File: src/rtl/alu_pkg.sv
// rtl/alu_pkg.sv - opcodes and FSM state encoding shared by the sequential ALU
package alu_pkg;

  localparam logic [2:0] OP_ADD = 3'd0;
  localparam logic [2:0] OP_SUB = 3'd1;
  localparam logic [2:0] OP_MUL = 3'd2;
  localparam logic [2:0] OP_AND = 3'd3;
  localparam logic [2:0] OP_OR  = 3'd4;
  localparam logic [2:0] OP_XOR = 3'd5;
  localparam logic [2:0] OP_SHL = 3'd6;
  localparam logic [2:0] OP_SHR = 3'd7;

  typedef enum logic [1:0] {
    S_IDLE = 2'd0,
    S_BUSY = 2'd1,
    S_DONE = 2'd2
  } state_t;

endpackage

File: src/rtl/shift_add_mul.sv
// rtl/shift_add_mul.sv - iterative shift-add multiplier datapath, one partial product per step
module shift_add_mul
  import alu_pkg::*;
#(
  parameter int WIDTH = 8
) (
  input  logic                 clk,
  input  logic                 reset,
  input  logic                 start,
  input  logic                 step,
  input  logic [WIDTH-1:0]     a,
  input  logic [WIDTH-1:0]     b,
  output logic [2*WIDTH-1:0]   product,
  output logic                 last
);

  localparam int CNT_W = $clog2(WIDTH + 1);

  logic [2*WIDTH-1:0] acc;
  logic [2*WIDTH-1:0] a_sh;
  logic [WIDTH-1:0]   b_sh;
  logic [CNT_W-1:0]   cnt;

  // product already includes the pending partial, so the final step's value can be captured on that edge
  assign product = acc + (b_sh[0] ? a_sh : '0);
  assign last    = (cnt == CNT_W'(WIDTH - 1));

  always_ff @(posedge clk or negedge reset) begin
    if (!reset) begin
      acc  <= '0;
      a_sh <= '0;
      b_sh <= '0;
      cnt  <= '0;
    end else if (start) begin
      acc  <= '0;
      a_sh <= {{WIDTH{1'b0}}, a};
      b_sh <= b;
      cnt  <= '0;
    end else if (step) begin
      acc  <= product;
      a_sh <= a_sh << 1;
      b_sh <= b_sh >> 1;
      cnt  <= cnt + CNT_W'(1);
    end
  end

endmodule

File: src/rtl/seq_alu.sv
// rtl/seq_alu.sv - multi-cycle ALU with valid/ready handshakes and an iterative multiplier
module seq_alu
  import alu_pkg::*;
#(
  parameter int WIDTH = 8
) (
  input  logic                 clk,
  input  logic                 reset,
  input  logic                 in_valid,
  output logic                 in_ready,
  input  logic [WIDTH-1:0]     a,
  input  logic [WIDTH-1:0]     b,
  input  logic [2:0]           opcode,
  output logic                 out_valid,
  input  logic                 out_ready,
  output logic [2*WIDTH-1:0]   result,
  output logic                 carry,
  output logic                 zero,
  output logic                 busy
);

  state_t state_q, state_d;

  logic                 accept;
  logic                 mul_start;
  logic                 mul_step;
  logic                 mul_last;
  logic [2*WIDTH-1:0]   product;
  logic [2*WIDTH-1:0]   alu_res;
  logic                 alu_carry;
  logic [WIDTH:0]       sum;
  logic                 shamt_ok;

  assign accept    = in_valid && in_ready;
  assign mul_start = accept && (opcode == OP_MUL);
  assign mul_step  = (state_q == S_BUSY);
  assign sum       = {1'b0, a} + {1'b0, b};
  assign shamt_ok  = (b < WIDTH'(WIDTH));

  shift_add_mul #(.WIDTH(WIDTH)) u_mul (
    .clk     (clk),
    .reset   (reset),
    .start   (mul_start),
    .step    (mul_step),
    .a       (a),
    .b       (b),
    .product (product),
    .last    (mul_last)
  );

  always_ff @(posedge clk or negedge reset) begin
    if (!reset) state_q <= S_IDLE;
    else        state_q <= state_d;
  end

  always_comb begin
    state_d = state_q;
    case (state_q)
      S_IDLE:  if (accept) state_d = (opcode == OP_MUL) ? S_BUSY : S_DONE;
      S_BUSY:  if (mul_last) state_d = S_DONE;
      S_DONE:  if (out_ready) state_d = S_IDLE;
      default: state_d = S_IDLE;
    endcase
  end

  always_comb begin
    in_ready  = (state_q == S_IDLE);
    out_valid = (state_q == S_DONE);
    busy      = (state_q != S_IDLE);
  end

  always_comb begin
    alu_res   = '0;
    alu_carry = 1'b0;
    case (opcode)
      OP_ADD: begin
        alu_res   = {{(WIDTH-1){1'b0}}, sum};
        alu_carry = sum[WIDTH];
      end
      OP_SUB: begin
        alu_res[WIDTH-1:0] = a - b;
        alu_carry          = (a < b);
      end
      OP_AND:  alu_res[WIDTH-1:0] = a & b;
      OP_OR:   alu_res[WIDTH-1:0] = a | b;
      OP_XOR:  alu_res[WIDTH-1:0] = a ^ b;
      OP_SHL:  alu_res[WIDTH-1:0] = shamt_ok ? (a << b) : '0;
      OP_SHR:  alu_res[WIDTH-1:0] = shamt_ok ? (a >> b) : '0;
      default: alu_res = '0;
    endcase
  end

  // result/flags only change on a capture, which keeps them stable under backpressure
  always_ff @(posedge clk or negedge reset) begin
    if (!reset) begin
      result <= '0;
      carry  <= 1'b0;
      zero   <= 1'b0;
    end else if (accept && (opcode != OP_MUL)) begin
      result <= alu_res;
      carry  <= alu_carry;
      zero   <= (alu_res == '0);
    end else if (mul_step && mul_last) begin
      result <= product;
      carry  <= 1'b0;
      zero   <= (product == '0);
    end
  end

endmodule

File: config.mk
export PLATFORM = sky130hd
export DESIGN_NAME = seq_alu
export DESIGN_NICKNAME = d
export VERILOG_FILES = /design/src/rtl/alu_pkg.sv /design/src/rtl/shift_add_mul.sv /design/src/rtl/seq_alu.sv
export SDC_FILE = /design/constraint.sdc
export NUM_CORES = 1
export LEC_CHECK = 0
export BUFFER_PORTS_ARGS = -buffer_cell sky130_fd_sc_hd__buf_4
export CAP_MARGIN = 20
export CORE_MARGIN = 2
export CORE_UTILIZATION = 45
export CTS_CLUSTER_SIZE = 14
export DETAILED_ROUTE_END_ITERATION = 8
export PLACE_DENSITY = 0.64
export SYNTH_ARGS = -nofsm -noshare
export SYNTH_HDL_FRONTEND = slang
export SYNTH_HIERARCHICAL = 1
export SYNTH_SLANG_ARGS = --single-unit
export TNS_END_PERCENT = 30
File: constraint.sdc
create_clock -name clk -period 2.7 [get_ports clk]
set_input_delay 0.54 -clock clk [delete_from_list [all_inputs] [get_ports clk]]
set_output_delay 0.54 -clock clk [all_outputs]
set_load 0.05 [all_outputs]
==> metrics.md <==
| Metric | Value |
|---|---|
| Synth area leaders | `dfrtp_1 29%, ha_1 9.2%, mux2i_1 7.9%` |
| Top-count cell post-synth | `nand2_1` |
| WP data required | `2.94 ns` |
| CP delay by family, top | `compound AO/OA/AOI/OAI gates` |
| #FFs+latches synth | `64` |
| Vias in the first global route | `5089` |
| Crit path buf inv count | `0` |
| Tcrit/Tclk final | `1.07` |
| Detailed Routing Iterations Pass 1 | `5` |
| Core area | `11900 sq um` |
| Post-route insts no fill | `880` |
| Htree depth | `3` |
| Proportion of layout cells with a drive suffix above 1 | `0.225` |
| CTS Root Cell | `clkbuf_16` |
| Netlist cell types | `73` |
| Die X-Extent | `114 um` |
| RSZ-0062 raised after global routing | `yes` |
| Violated checks | `setup timing` |
| Element type at the critical path end | `register` |
| Cell count along the critical path | `14` |
| Io pins | `44` |
| Num rows | `40` |
| # DRC | `0` |
| Min Hold Slack | `0.299 ns` |
| PwrDens | `877 nW/um^2` |
| Syn avg cell area | `8.55 sq um` |
| Final worst slack | `-0.179 ns` |
| Antenna diodes | `0` |
| Yosys warning count | `6` |
| Initial antenna violation count | `0` |
| Critical path, cell by cell | `and2_1 -> ha_2 -> fa_2 -> a21oi_2 -> nand4b_1 -> a21oi_2 -> a311oi_4 -> o31ai_2 -> xor2_1 -> nor4_1 -> nand4_1 -> o21ai_1 -> nand2_1 -> o31ai_2` |
| Overflow left after global routing | `0` |
| CP max stage cell | `dfrtp_1` |
| TritonCTS buffer count | `9` |
| Setup bufs post-CTS | `0` |
| First-pass GRT wire length | `25900 um` |
| Via/cell ratio | `5.80` |
| Post-synth EDFFs | `0` |
| Area Overhead vs Synth | `22.9%` |
| RePlAce Congestion | `0.945` |
| Number of max-cap violations | `0` |
| Synthesized area | `5440 sq um` |
| Slew Viols, Final | `0` |
| Vias | `5101` |
| Area leader, netlist | `dfrtp_1` |
| Max VDD drop | `0.000374 V` |
| CTS tree | `done` |
| FFs w/ async S/R, synth | `1.00` |
| Post-DRT Antenna Nets | `0` |
| First-iteration detailed-routing DRC count | `254` |
| R2R depth | `14` |
| Final Hold Fails | `0` |
| Overall Global Routing Usage | `0.252` |
| Synth top cells by count | `74 x nand2_1, 64 x dfrtp_1, 48 x nor2_1` |
| Sink Count | `64` |
| CP max FO | `6` |
| Reg clk slew, reported paths | `0.05 ns` |
| Synth top area share | `0.294` |
| Wire length per cell | `18.0 um` |
| Main synth FF type | `dfrtp_1` |
| Setup violations, final | `1` |
| Largest net degree at the start of global routing | `65` |
| Tightest Hold Check Type | `in -> async` |
| Die Ht | `114 um` |
| Worst EP arrival | `3.11 ns` |
| Sequential-to-total area share from yosys stat | `0.294` |
| CTS Hold Bufs | `0` |
| Fmax | `347 MHz` |
| Final wirelength | `15800 um` |
| PortBufs | `43` |
| Crit path kind | `reg -> reg` |
| Die area | `13000 sq um` |
| Initial Util | `0.457` |
| Status | `complete, but fails checks` |
| Clock tree buffer depth | `2` |
| Worst slew pin tran | `0.818 ns` |
| Relative max-transition margin | `0.454` |
| Syn Inst Count | `637` |
| Placed insts | `865` |
| Leak | `0.00313 uW` |
| Mapped Nets | `703` |
| Worst path max stage delay | `0.40 ns` |
| Skew-Pair Late Insertion Delay | `0.33 ns` |
| Fin nets | `795` |
| Final period demand of the worst path | `2.88 ns` |
| Clk_skew | `0.0117 ns` |
| Final HPWL DP | `12100 um` |
| Setup crit start kind | `register` |
[power breakdown]
part           internal (uW)  total [uW]  switching, uW
registers               1330        1620            283
clock network            709        1130            422
logic                   1370        3120           1750
[layout make-up]
class | instances | area [sq um]
clock inverter | 5 | 58.8
fill | 1098 | 5220
clock buffer | 10 | 229
multi-input combinational | 505 | 3580
sequential | 64 | 1600
timing repair buffer | 121 | 933
tap | 147 | 184
inverter | 28 | 106
[metrics by stage]
| stage | power [uW] | worst slack, ns | utilization | area, sq um | setup TNS [ns] |
|---|---|---|---|---|---|
| after CTS | 5880 | -0.145 | 0.561 | 6680 | -0.145 |
| after global placement | 4640 | -0.128 | 0.536 | 6380 | -0.186 |
| after detailed placement | 4720 | -0.156 | 0.536 | 6380 | -0.315 |
| final | 5870 | -0.179 | 0.562 | 6690 | -0.179 |
| after floorplan | 3520 | 0.000918 | - | 5460 | 0 |
| after global routing | 6250 | -0.376 | 0.562 | 6690 | -0.376 |
[what timing repair did]
action | CTS | global route
pin swaps | 0 | 0
gates cloned | 0 | 0
endpoints found under the setup margin | 1 | 3
gates resized for setup | 1 | 3
[cells in the final DEF, fill, tap and decap left out, types with 3 or more instances in the layout]
master     count
clkbuf_16      9
mux2i_1       43
nand2b_1      17
a31oi_1       12
xor2_1        10
a211oi_1       4
o21ai_1        3
a21oi_2        6
and2_0         3
a221o_1        3
a22oi_1        3
buf_4        119
or3_1          4
nand2_1       74
nor2b_1        7
a22o_1         4
dfrtp_1       64
ha_1          39
o211a_1        4
inv_1         26
and3_1         8
nand3_1       10
and2_1        15
o21ai_0       33
nand4b_1       5
nand4_1        7
o31ai_1        4
nor2_1        48
xnor2_1       11
nor4_1         5
nor3_1         8
o211ai_1       9
a21oi_1       40
o221ai_1       4
a21o_1        12
[cells by family after synthesis]
family	share of synthesized area
buf+inv	0.0561
mux	0.0935
simple gates	0.210
xor+xnor	0.0338
fa+ha+maj	0.103
compound gates	0.209
flops	0.294
[registers in the layout, indices dropped and copies added, names as in the netlist]
name and flops:
u_mul/cnt 4, u_mul/acc 16, u_mul/a_sh 16, result 16, zero 1, u_mul/b_sh 8
carry 1, state_q 2
[worst paths after layout]
| path | endpoint | from | slack (ns) |
|---|---|---|---|
| min reg2reg | u_mul/acc[12]$_DFFE_PN0P_ | u_mul/acc[12]$_DFFE_PN0P_ | 0.51 |
| max | zero$_DFFE_PN0P_ | u_mul/b_sh[0]$_DFFE_PN0P_ | -0.18 |
| max reg2reg | zero$_DFFE_PN0P_ | u_mul/b_sh[0]$_DFFE_PN0P_ | -0.18 |
| min in group clk | u_mul/b_sh[6]$_DFFE_PN0P_ | b[6] | 0.49 |
| min | u_mul/a_sh[10]$_DFFE_PN0P_ | reset | 0.30 |
| max in group asynchronous | u_mul/acc[3]$_DFFE_PN0P_ | reset | 1.85 |
[layer usage]
layer / wire length, um / vias to the layer above / GRT usage
met4: 541 / 0 / 0.116
met5: 0 / - / 0
li1: - / 2454 / -
met1: 6510 / 2467 / 0.298
met3: 578 / 38 / 0.0367
met2: 8210 / 142 / 0.449
Power figures use the tool's default switching activity.
